$ cat config.mk
export PLATFORM = sky130hd
export DESIGN_NAME = e32_mode_requester
export DESIGN_NICKNAME = d
export VERILOG_FILES = /design/src/rtl/e32_mode_requester_pkg.sv /design/src/rtl/e32_mode_requester_sync_2ff.sv /design/src/rtl/e32_mode_requester.sv
export SDC_FILE = /design/constraint.sdc
export NUM_CORES = 1
export LEC_CHECK = 0
export ABC_AREA = 1
export BUFFER_PORTS_ARGS = -buffer_cell sky130_fd_sc_hd__buf_2
export CORE_MARGIN = 2
export CORE_UTILIZATION = 23
export CTS_BUF_LIST = sky130_fd_sc_hd__clkbuf_4 sky130_fd_sc_hd__clkbuf_8
export DETAILED_ROUTE_END_ITERATION = 10
export PLACE_DENSITY = 0.47
export SLEW_MARGIN = 20
export SYNTH_ARGS = -nofsm -noshare
export SYNTH_HDL_FRONTEND = slang
export SYNTH_SLANG_ARGS = --single-unit
$ cat constraint.sdc
create_clock -name internal_clk -period 1.6 [get_ports internal_clk]
set_input_delay 0.16 -clock internal_clk [delete_from_list [all_inputs] [get_ports internal_clk]]
set_output_delay 0.16 -clock internal_clk [all_outputs]
set_load 0.1 [all_outputs]
$ cat src/rtl/e32_mode_requester_pkg.sv
// rtl/e32_mode_requester_pkg.sv - shared encodings for the E32 mode requester
package e32_mode_requester_pkg;

    typedef enum logic [1:0] {
        MODE_0 = 2'd0,
        MODE_1 = 2'd1,
        MODE_2 = 2'd2,
        MODE_3 = 2'd3
    } mode_e;

    typedef enum logic [2:0] {
        ST_IDLE      = 3'd0,
        ST_WAIT_FREE = 3'd1,
        ST_SETTLE    = 3'd2,
        ST_WAIT_LOW  = 3'd3,
        ST_WAIT_HIGH = 3'd4
    } state_e;

endpackage

$ cat src/rtl/e32_mode_requester_sync_2ff.sv
// rtl/e32_mode_requester_sync_2ff.sv - two-flop synchronizer with parameterized reset value
module sync_2ff #(
    parameter logic RESET_VAL = 1'b1
) (
    input  logic clk,
    input  logic rst_n,
    input  logic d,
    output logic q
);

    logic meta_d, meta_q;
    logic sync_d, sync_q;

    always_comb begin
        meta_d = d;
        sync_d = meta_q;
    end

    always_ff @(posedge clk or negedge rst_n) begin
        if (!rst_n) begin
            meta_q <= RESET_VAL;
            sync_q <= RESET_VAL;
        end else begin
            meta_q <= meta_d;
            sync_q <= sync_d;
        end
    end

    assign q = sync_q;

endmodule

$ cat src/rtl/e32_mode_requester.sv
// rtl/e32_mode_requester.sv - drives E32 M1/M0 mode pins and tracks AUX handshake per request
module e32_mode_requester
    import e32_mode_requester_pkg::*;
#(
    parameter logic [1:0] DEFAULT_MODE   = 2'd3,
    parameter int         SETTLE_CYCLES  = 16,
    parameter int         AUX_LOW_WINDOW = 64,
    parameter int         TIMEOUT_CYCLES = 20000
) (
    input  logic       internal_clk,
    input  logic       rst_n,
    input  logic       mode_req_valid,
    input  logic [1:0] mode_req,
    output logic       mode_req_ready,
    input  logic       AUX,
    output logic       M0,
    output logic       M1,
    output logic [1:0] cur_mode,
    output logic       mode_done,
    output logic       mode_timeout
);

    localparam int TW = $clog2(TIMEOUT_CYCLES + 1);
    localparam int SW = $clog2(SETTLE_CYCLES + 1);
    localparam int LW = $clog2(AUX_LOW_WINDOW + 1);
    localparam logic [TW-1:0] TMO_MAX  = TW'(TIMEOUT_CYCLES);
    localparam logic [TW-1:0] TMO_LAST = TW'(TIMEOUT_CYCLES - 1);
    localparam logic [SW-1:0] SET_LAST = SW'(SETTLE_CYCLES - 1);
    localparam logic [LW-1:0] LOW_LAST = LW'(AUX_LOW_WINDOW - 1);

    logic          aux_s;
    state_e        state_d, state_q;
    logic [1:0]    pins_d, pins_q;
    logic [1:0]    target_d, target_q;
    logic          leave_d, leave_q;
    logic [TW-1:0] tmo_d, tmo_q;
    logic [SW-1:0] settle_d, settle_q;
    logic [LW-1:0] low_d, low_q;
    logic          done_d, done_q;
    logic          timeout_d, timeout_q;
    logic          tmo_hit;

    sync_2ff #(.RESET_VAL(1'b1)) u_aux_sync (
        .clk   (internal_clk),
        .rst_n (rst_n),
        .d     (AUX),
        .q     (aux_s)
    );

    always_ff @(posedge internal_clk or negedge rst_n) begin
        if (!rst_n) begin
            state_q   <= ST_IDLE;
            pins_q    <= DEFAULT_MODE;
            target_q  <= DEFAULT_MODE;
            leave_q   <= 1'b0;
            tmo_q     <= '0;
            settle_q  <= '0;
            low_q     <= '0;
            done_q    <= 1'b0;
            timeout_q <= 1'b0;
        end else begin
            state_q   <= state_d;
            pins_q    <= pins_d;
            target_q  <= target_d;
            leave_q   <= leave_d;
            tmo_q     <= tmo_d;
            settle_q  <= settle_d;
            low_q     <= low_d;
            done_q    <= done_d;
            timeout_q <= timeout_d;
        end
    end

    always_comb begin
        state_d   = state_q;
        pins_d    = pins_q;
        target_d  = target_q;
        leave_d   = leave_q;
        tmo_d     = tmo_q;
        settle_d  = settle_q;
        low_d     = low_q;
        done_d    = 1'b0;
        timeout_d = 1'b0;
        tmo_hit   = (tmo_q == TMO_LAST);

        if (state_q != ST_IDLE && tmo_q < TMO_MAX) begin
            tmo_d = tmo_q + 1'b1;
        end

        case (state_q)
            ST_IDLE: begin
                if (mode_req_valid) begin
                    if (mode_req == pins_q) begin
                        done_d = 1'b1;
                    end else begin
                        target_d = mode_req;
                        leave_d  = (pins_q == MODE_3) && (mode_req != MODE_3);
                        tmo_d    = '0;
                        state_d  = ST_WAIT_FREE;
                    end
                end
            end
            ST_WAIT_FREE: begin
                if (tmo_hit) begin
                    timeout_d = 1'b1;
                    state_d   = ST_IDLE;
                end else if (aux_s) begin
                    pins_d   = target_q;
                    settle_d = '0;
                    state_d  = ST_SETTLE;
                end
            end
            ST_SETTLE: begin
                if (tmo_hit) begin
                    timeout_d = 1'b1;
                    state_d   = ST_IDLE;
                end else if (settle_q == SET_LAST) begin
                    low_d   = '0;
                    state_d = leave_q ? ST_WAIT_LOW : ST_WAIT_HIGH;
                end else begin
                    settle_d = settle_q + 1'b1;
                end
            end
            ST_WAIT_LOW: begin
                // A missed low pulse is tolerated: the window just falls through to WAIT_HIGH.
                if (tmo_hit) begin
                    timeout_d = 1'b1;
                    state_d   = ST_IDLE;
                end else if (!aux_s || low_q == LOW_LAST) begin
                    state_d = ST_WAIT_HIGH;
                end else begin
                    low_d = low_q + 1'b1;
                end
            end
            ST_WAIT_HIGH: begin
                // Completion outranks a simultaneous timeout.
                if (aux_s) begin
                    done_d  = 1'b1;
                    state_d = ST_IDLE;
                end else if (tmo_hit) begin
                    timeout_d = 1'b1;
                    state_d   = ST_IDLE;
                end
            end
            default: state_d = ST_IDLE;
        endcase
    end

    always_comb begin
        mode_req_ready = (state_q == ST_IDLE);
        M1             = pins_q[1];
        M0             = pins_q[0];
        cur_mode       = pins_q;
        mode_done      = done_q;
        mode_timeout   = timeout_q;
    end

endmodule

==> results of run 1 <==
-- routing by layer --
| metal | track usage [%] | wire length, um | vias up |
|---|---|---|---|
| met5 | 0 | 0 | - |
| met4 | 2.473 | 55 | 0 |
| met3 | 2.058 | 193 | 5 |
| met2 | 19.41 | 2952 | 34 |
| met1 | 15.15 | 3022 | 1086 |
| li1 | - | - | 1241 |
-- registers in the layout (all words and copies together) (netlist names) --
signal and count:
u_aux_sync.meta_q 1, cur_mode 2, leave_q 1, mode_timeout 1, low_q 7, target_q 2, u_aux_sync.q 1, settle_q 5
state_q 3, tmo_q 15, mode_done 1
-- area by class of cell --
type	count	area, um2	share of cell area, %
Clock buffer	7	83.83	2.618
Clock inverter	1	5.005	0.1563
Inverter	43	166.4	5.197
Multi-Input combinational cell	262	1356	42.36
Sequential cell	39	983.4	30.72
Tap cell	136	170.2	5.315
Timing Repair Buffer	59	436.7	13.64
-- timing repair --
item                                    CTS  global route
pin swaps                                 7            11
buffers inserted                          4             1
gates cloned                              0             0
endpoints found under the setup margin    8            26
hold endpoints to repair                 34             0
hold buffers                              2             0
resized for setup                         9            17
-- cell families (layout without fill, tap and decap cells) --
family / count (synthesis) / after routing / synth area share [%]
flops: 39 / 39 / 39.70
simple gates: 217 / 217 / 40.15
xor+xnor: 2 / 2 / 0.7072
compound gates: 39 / 39 / 8.384
fa+ha+maj: 4 / 4 / 2.020
buf+inv: 50 / 110 / 9.040
-- per-stage QoR --
step | power [mW] | instance area, um2
after floorplan | 3.204 | 2487
after global placement | 3.960 | 2964
after detailed placement | 3.991 | 2964
after CTS | 4.800 | 3131
after global routing | 5.217 | 3202
final | 4.840 | 3202
-- critical path, stage by stage (launching register included) --
cell,delay (ns)
dfrtp_1,0.39
ha_2,0.19
nand2_2,0.08
nor2_2,0.04
ha_2,0.18
inv_2,0.05
nand3_2,0.09
a21boi_2,0.21
nand2_4,0.12
nand2_2,0.09
o21ai_2,0.05
-- power groups by stage --
| stage | clock network [mW] | logic (mW) | registers [mW] |
|---|---|---|---|
| detailed placement | 0 | 2.61 | 1.38 |
| finish | 0.711 | 2.77 | 1.36 |
| global route | 0.780 | 3.04 | 1.39 |
| CTS | 0.752 | 2.69 | 1.36 |
| global placement | 0 | 2.58 | 1.38 |
| floorplan | 0 | 1.53 | 1.68 |
-- worst min path at each step --
stage | start | end | slack, ns | cells past startpoint
after global routing | mode_req_valid | mode_done | 0.14 | 3
after CTS | mode_req[1] | target_q[1] | 0.11 | 3
after floorplan | rst_n | leave_q | -0.14 | 0
after detailed placement | AUX | u_aux_sync.meta_q | 0.27 | 1
final | mode_req[1] | target_q[1] | 0.13 | 3
after global placement | AUX | u_aux_sync.meta_q | 0.26 | 1
-- Yosys cell counts, drive strengths merged --
cell	number	area [um2]
a21boi	1	7.510
nand3b	1	7.510
clkinv	1	3.750
o211ai	1	7.510
inv	42	157.6
or2	1	6.260
nand3	40	225.2
buf	7	62.55
dfrtp	33	825.8
nor3	1	5.000
dfstp	6	157.7
nor3b	2	15.01
nand2	121	494.2
xnor2	1	8.760
xor2	1	8.760
nor2	41	178.9
o32ai	1	8.760
nand4	10	62.56
a21oi	18	93.84
o21ai	18	90.09
ha	4	50.05
==> results.json, run 1 <==
{
  "core-area_um2": 10370,
  "slew_headroom_pct": 62.51,
  "p_switching_mw": 2.334,
  "route.detailed.drc": 0,
  "fp.dieH_um": 107.8,
  "gp_congestion": 0.7918,
  "grt_usage_pct": 11.44,
  "netlist_instances": 351,
  "maxCapViolations": 0,
  "final_max_slew_viol_count": 0,
  "via_per_inst": 4.325,
  "nets": 420,
  "clockRootBuffer": "clkbuf_8",
  "r2r_slack_ns": -0.007,
  "cts-buffers-inserted": 5,
  "rows": 37,
  "critPathRequiredTime_ns": 1.78,
  "critPathLaunchType": "register",
  "grt_antenna_before_repair": 0,
  "syn_area_um2": 2477,
  "ctsHtreeMaxLevel": 2,
  "grt_pass1_vias": 2277,
  "synth_area_per_cell_um2": 7.058,
  "hold_viol": 0,
  "ys_ff_latch": 39,
  "dr.first_iter.drc_count": 89,
  "power_frac_clock_pct": 14.7,
  "dp_cells": 532,
  "status": "finished, violations left",
  "avgRoutedWirePerCell_um": 11.38,
  "path_clk_slew_ns": 0.08,
  "port_buffers": 12,
  "synth_cell_type_count": 32,
  "worst_setup_path_end_kind": "register",
  "r2r_start": "settle_q[0]",
  "finalCriticalPeriod_ns": 1.607,
  "nFillCells": 1164,
  "grt_max_degree": 40,
  "critPathArrivalTime_ns": 1.79,
  "final_cell_mix": "nand2_1 (105), buf_4 (44), inv_1 (38)",
  "setup_viol": 2,
  "die_area_um2": 11620,
  "rsz0062_at_grt": "yes",
  "routed_wl_um": 6223,
  "syn_to_final_growth_pct": 29.24,
  "drive_above_1_share_pct": 28.71,
  "clockBufferDepth": 2,
  "dpl.hpwl_um": 4430,
  "timing.hold.ws_ns": 0.1307,
  "stdcell_count": 547,
  "cts.sinks": 39,
  "syn_nets": 361,
  "cts_tree": "built",
  "crit_type": "reg2reg",
  "rr_worst_depth": 10,
  "final_antenna_net_count": 0,
  "sw_frac_of_total_pct": 48.23,
  "tightest_slew_ns": 0.5624,
  "finClkSkew_ns": 0.01148,
  "start_util_pct": 23.89,
  "die_width_um": 107.8,
  "power.leakage_nw": 1.517,
  "fin_ws_ns": -0.006990,
  "p_int_mw": 2.505,
  "worstPathMaxFanout": 8,
  "clock_latency_ns": 0.30,
  "max_freq_mhz": 622.3,
  "vias": 2366,
  "final_common_cell": "nand2_1",
  "setup_tns_ns": -0.008049,
  "startpoint": "settle_q[0]",
  "holdCritPathClass": "in2reg",
  "peakVddDrop_mv": 0.8210,
  "grt_overflow": 0,
  "post-place-ws_ns": -0.1018,
  "r2r_end": "settle_q[1]",
  "period_share_pct": 100.4,
  "p_comb_share_pct": 57.2,
  "yosys_warnings": 0,
  "diodes": 0,
  "crit_path_end": "settle_q[1]",
  "grt_pass1_wl_um": 10600,
  "power_density_nw_per_um2": 1512,
  "violations": "negative setup slack",
  "io_pins": 13,
  "final_util_pct": 30.88,
  "sequentialPowerShare_pct": 28.1,
  "ys_seq_area_share_pct": 39.70,
  "first_pass_iters": 4
}
Note: power is estimated with default switching activity, not from simulation.
==> run 2: changes to the inputs <==
--- a/config.mk
+++ b/config.mk
@@ -8,10 +8,10 @@
 export ABC_AREA = 1
 export BUFFER_PORTS_ARGS = -buffer_cell sky130_fd_sc_hd__buf_2
 export CORE_MARGIN = 2
-export CORE_UTILIZATION = 23
+export CORE_UTILIZATION = 30
 export CTS_BUF_LIST = sky130_fd_sc_hd__clkbuf_4 sky130_fd_sc_hd__clkbuf_8
 export DETAILED_ROUTE_END_ITERATION = 10
-export PLACE_DENSITY = 0.47
+export PLACE_DENSITY = 0.56
 export SLEW_MARGIN = 20
 export SYNTH_ARGS = -nofsm -noshare
 export SYNTH_HDL_FRONTEND = slang
==> run 2 against run 1 <==
Against the previous run: the run now ends clean; register-to-register slack better by 0.03 ns; wire length is 3.2% lower; clock power is 45% higher; largest cell class unchanged; global-route usage is 3.2 points higher; die area is 23% lower; non-clock buffer count is 5 lower; flip-flop and latch count stayed put.
==> results.json, run 2 (synthesis gave the netlist of run 1 again) <==
{
  "p_comb_share_pct": 52.4,
  "start_util_pct": 30.61,
  "nFillCells": 851,
  "worstPathMaxFanout": 8,
  "grt_antenna_before_repair": 0,
  "status": "finished clean",
  "min_to": "target_q[1]",
  "holdCritPathClass": "in2reg",
  "critPathArrivalTime_ns": 1.75,
  "p_switching_mw": 2.347,
  "setup_tns_ns": 0,
  "period_share_pct": 98.26,
  "top_register": "tmo_q",
  "holdPathStages": 3,
  "finalCriticalPeriod_ns": 1.572,
  "power_density_nw_per_um2": 1591,
  "critPathMaxStageDelay_ns": 0.39,
  "rsz0062_at_grt": "yes",
  "clock_latency_ns": 0.30,
  "clockRootBuffer": "clkbuf_8",
  "crit_type": "reg2reg",
  "max_freq_mhz": 636.1,
  "grt_pass1_vias": 2288,
  "largestRegisters": "tmo_q: 15 flops, low_q: 7 flops, settle_q: 5 flops",
  "grt_overflow": 0,
  "final_antenna_net_count": 0,
  "largest_reg_flops": 15,
  "sequentialPowerShare_pct": 27.4,
  "r2r_start": "settle_q[0]",
  "final_common_cell": "nand2_1",
  "first_pass_iters": 4,
  "route.detailed.drc": 0,
  "avgRoutedWirePerCell_um": 11.79,
  "power.total_mw": 5.101,
  "dpl.hpwl_um": 4303,
  "power.leakage_nw": 1.492,
  "clockBufferDepth": 2,
  "ctsHtreeMaxLevel": 2,
  "cp_slowest_cell": "dfrtp_1",
  "final_max_slew_viol_count": 0,
  "dr.first_iter.drc_count": 116,
  "core-area_um2": 8093,
  "gp_congestion": 0.8583,
  "dp_cells": 493,
  "port_buffers": 12,
  "syn_to_final_growth_pct": 29.39,
  "min_from": "mode_req[1]",
  "p_int_mw": 2.754,
  "setup_viol": 0,
  "rr_worst_depth": 10,
  "crit_family": "simple AND/OR/NAND/NOR gates",
  "diodes": 0,
  "tightest_slew_ns": 0.6287,
  "power_frac_clock_pct": 20.2,
  "rows": 33,
  "slew_headroom_pct": 58.08,
  "grt_pass1_wl_um": 10430,
  "grt_max_degree": 26,
  "critPathLaunchType": "register",
  "stdcell_count": 511,
  "cts_tree": "built",
  "sw_frac_of_total_pct": 46.00,
  "r2r_slack_ns": 0.03,
  "critPathBufInv": 1,
  "worst_setup_path_end_kind": "register",
  "path_clk_slew_ns": 0.08,
  "cts-buffers-inserted": 5,
  "post-place-ws_ns": -0.08922,
  "fp.dieH_um": 94.88,
  "maxCapViolations": 0,
  "hold_viol": 0,
  "via_per_inst": 4.618,
  "dpl_cell_area_um2": 2865,
  "r2r_end": "settle_q[0]",
  "nets": 415,
  "routed_wl_um": 6025,
  "timing.hold.ws_ns": 0.1248,
  "final_cell_area_um2": 3206,
  "cts.sinks": 39,
  "peakVddDrop_mv": 0.8922,
  "path_cells": "ha_2 -> nand2_2 -> nor2_2 -> ha_2 -> inv_2 -> nand3_2 -> a21boi_2 -> nand2_4 -> nor2_2 -> a21oi_1",
  "final_cell_mix": "nand2_1 (109), buf_4 (39), inv_1 (36)",
  "drive_above_1_share_pct": 28.33,
  "final_util_pct": 39.61,
  "fin_ws_ns": 0.02780,
  "io_pins": 13,
  "vias": 2360,
  "finClkSkew_ns": 0.01218,
  "die_width_um": 94.88,
  "die_area_um2": 9001,
  "critPathRequiredTime_ns": 1.78,
  "grt_usage_pct": 14.62
}
## run 2: worst max-delay path by stage
stage                       end  cells past startpoint         from  slack, ns
floorplan              tmo_q[0]                      9   state_q[0]      -0.20
global placement    settle_q[0]                     10  settle_q[0]      -0.05
detailed placement  settle_q[0]                     10  settle_q[0]      -0.09
CTS                 settle_q[0]                     10  settle_q[1]     -0.004
global route         state_q[2]                     12  settle_q[0]      -0.14
finish              settle_q[0]                     10  settle_q[0]       0.03
## run 2: what timing repair did
action                                 in CTS  in global routing
gates resized for setup                     8                 25
setup buffers                               2                  6
endpoints found under the hold margin      18                  0
hold buffers                                2                  0
setup endpoints to repair                   8                 24
pin swaps                                   6                  9
## run 2: area by class of cell
| cell class | instances | area (um2) | share of cell area (%) |
|---|---|---|---|
| clock buffers | 6 | 76.32 | 2.381 |
| clock inverters | 2 | 60.06 | 1.874 |
| inverters | 43 | 170.2 | 5.308 |
| multi-input cells | 262 | 1380 | 43.05 |
| flip-flops and latches | 39 | 988.4 | 30.84 |
| well taps | 105 | 131.4 | 4.098 |
| repair buffers | 54 | 399.1 | 12.45 |
## run 2: power by group through the flow
stage	Sequential (mW)	Clock [mW]	Combinational [mW]
after floorplan	1.68	0	1.53
after global placement	1.40	0	2.45
after detailed placement	1.40	0	2.48
after CTS	1.39	1.05	2.53
after global routing	1.43	1.08	2.97
final	1.40	1.03	2.68
## run 2: worst register-to-register path, stage by stage (launching register included)
cell      delay, ns
dfrtp_1        0.39
ha_2           0.19
nand2_2        0.07
nor2_2         0.04
ha_2           0.18
inv_2          0.05
nand3_2        0.08
a21boi_2       0.20
nand2_4        0.11
nor2_2         0.11
a21oi_1        0.04
## run 2: routing by layer
metal | track usage, % | vias up | part of all wire [%]
met1 | 18.53 | 1098 | 47
met5 | 0 | - | 0
li1 | - | 1236 | -
met4 | 4.469 | 0 | 1.3
met3 | 2.394 | 6 | 2.1
met2 | 25.41 | 20 | 49
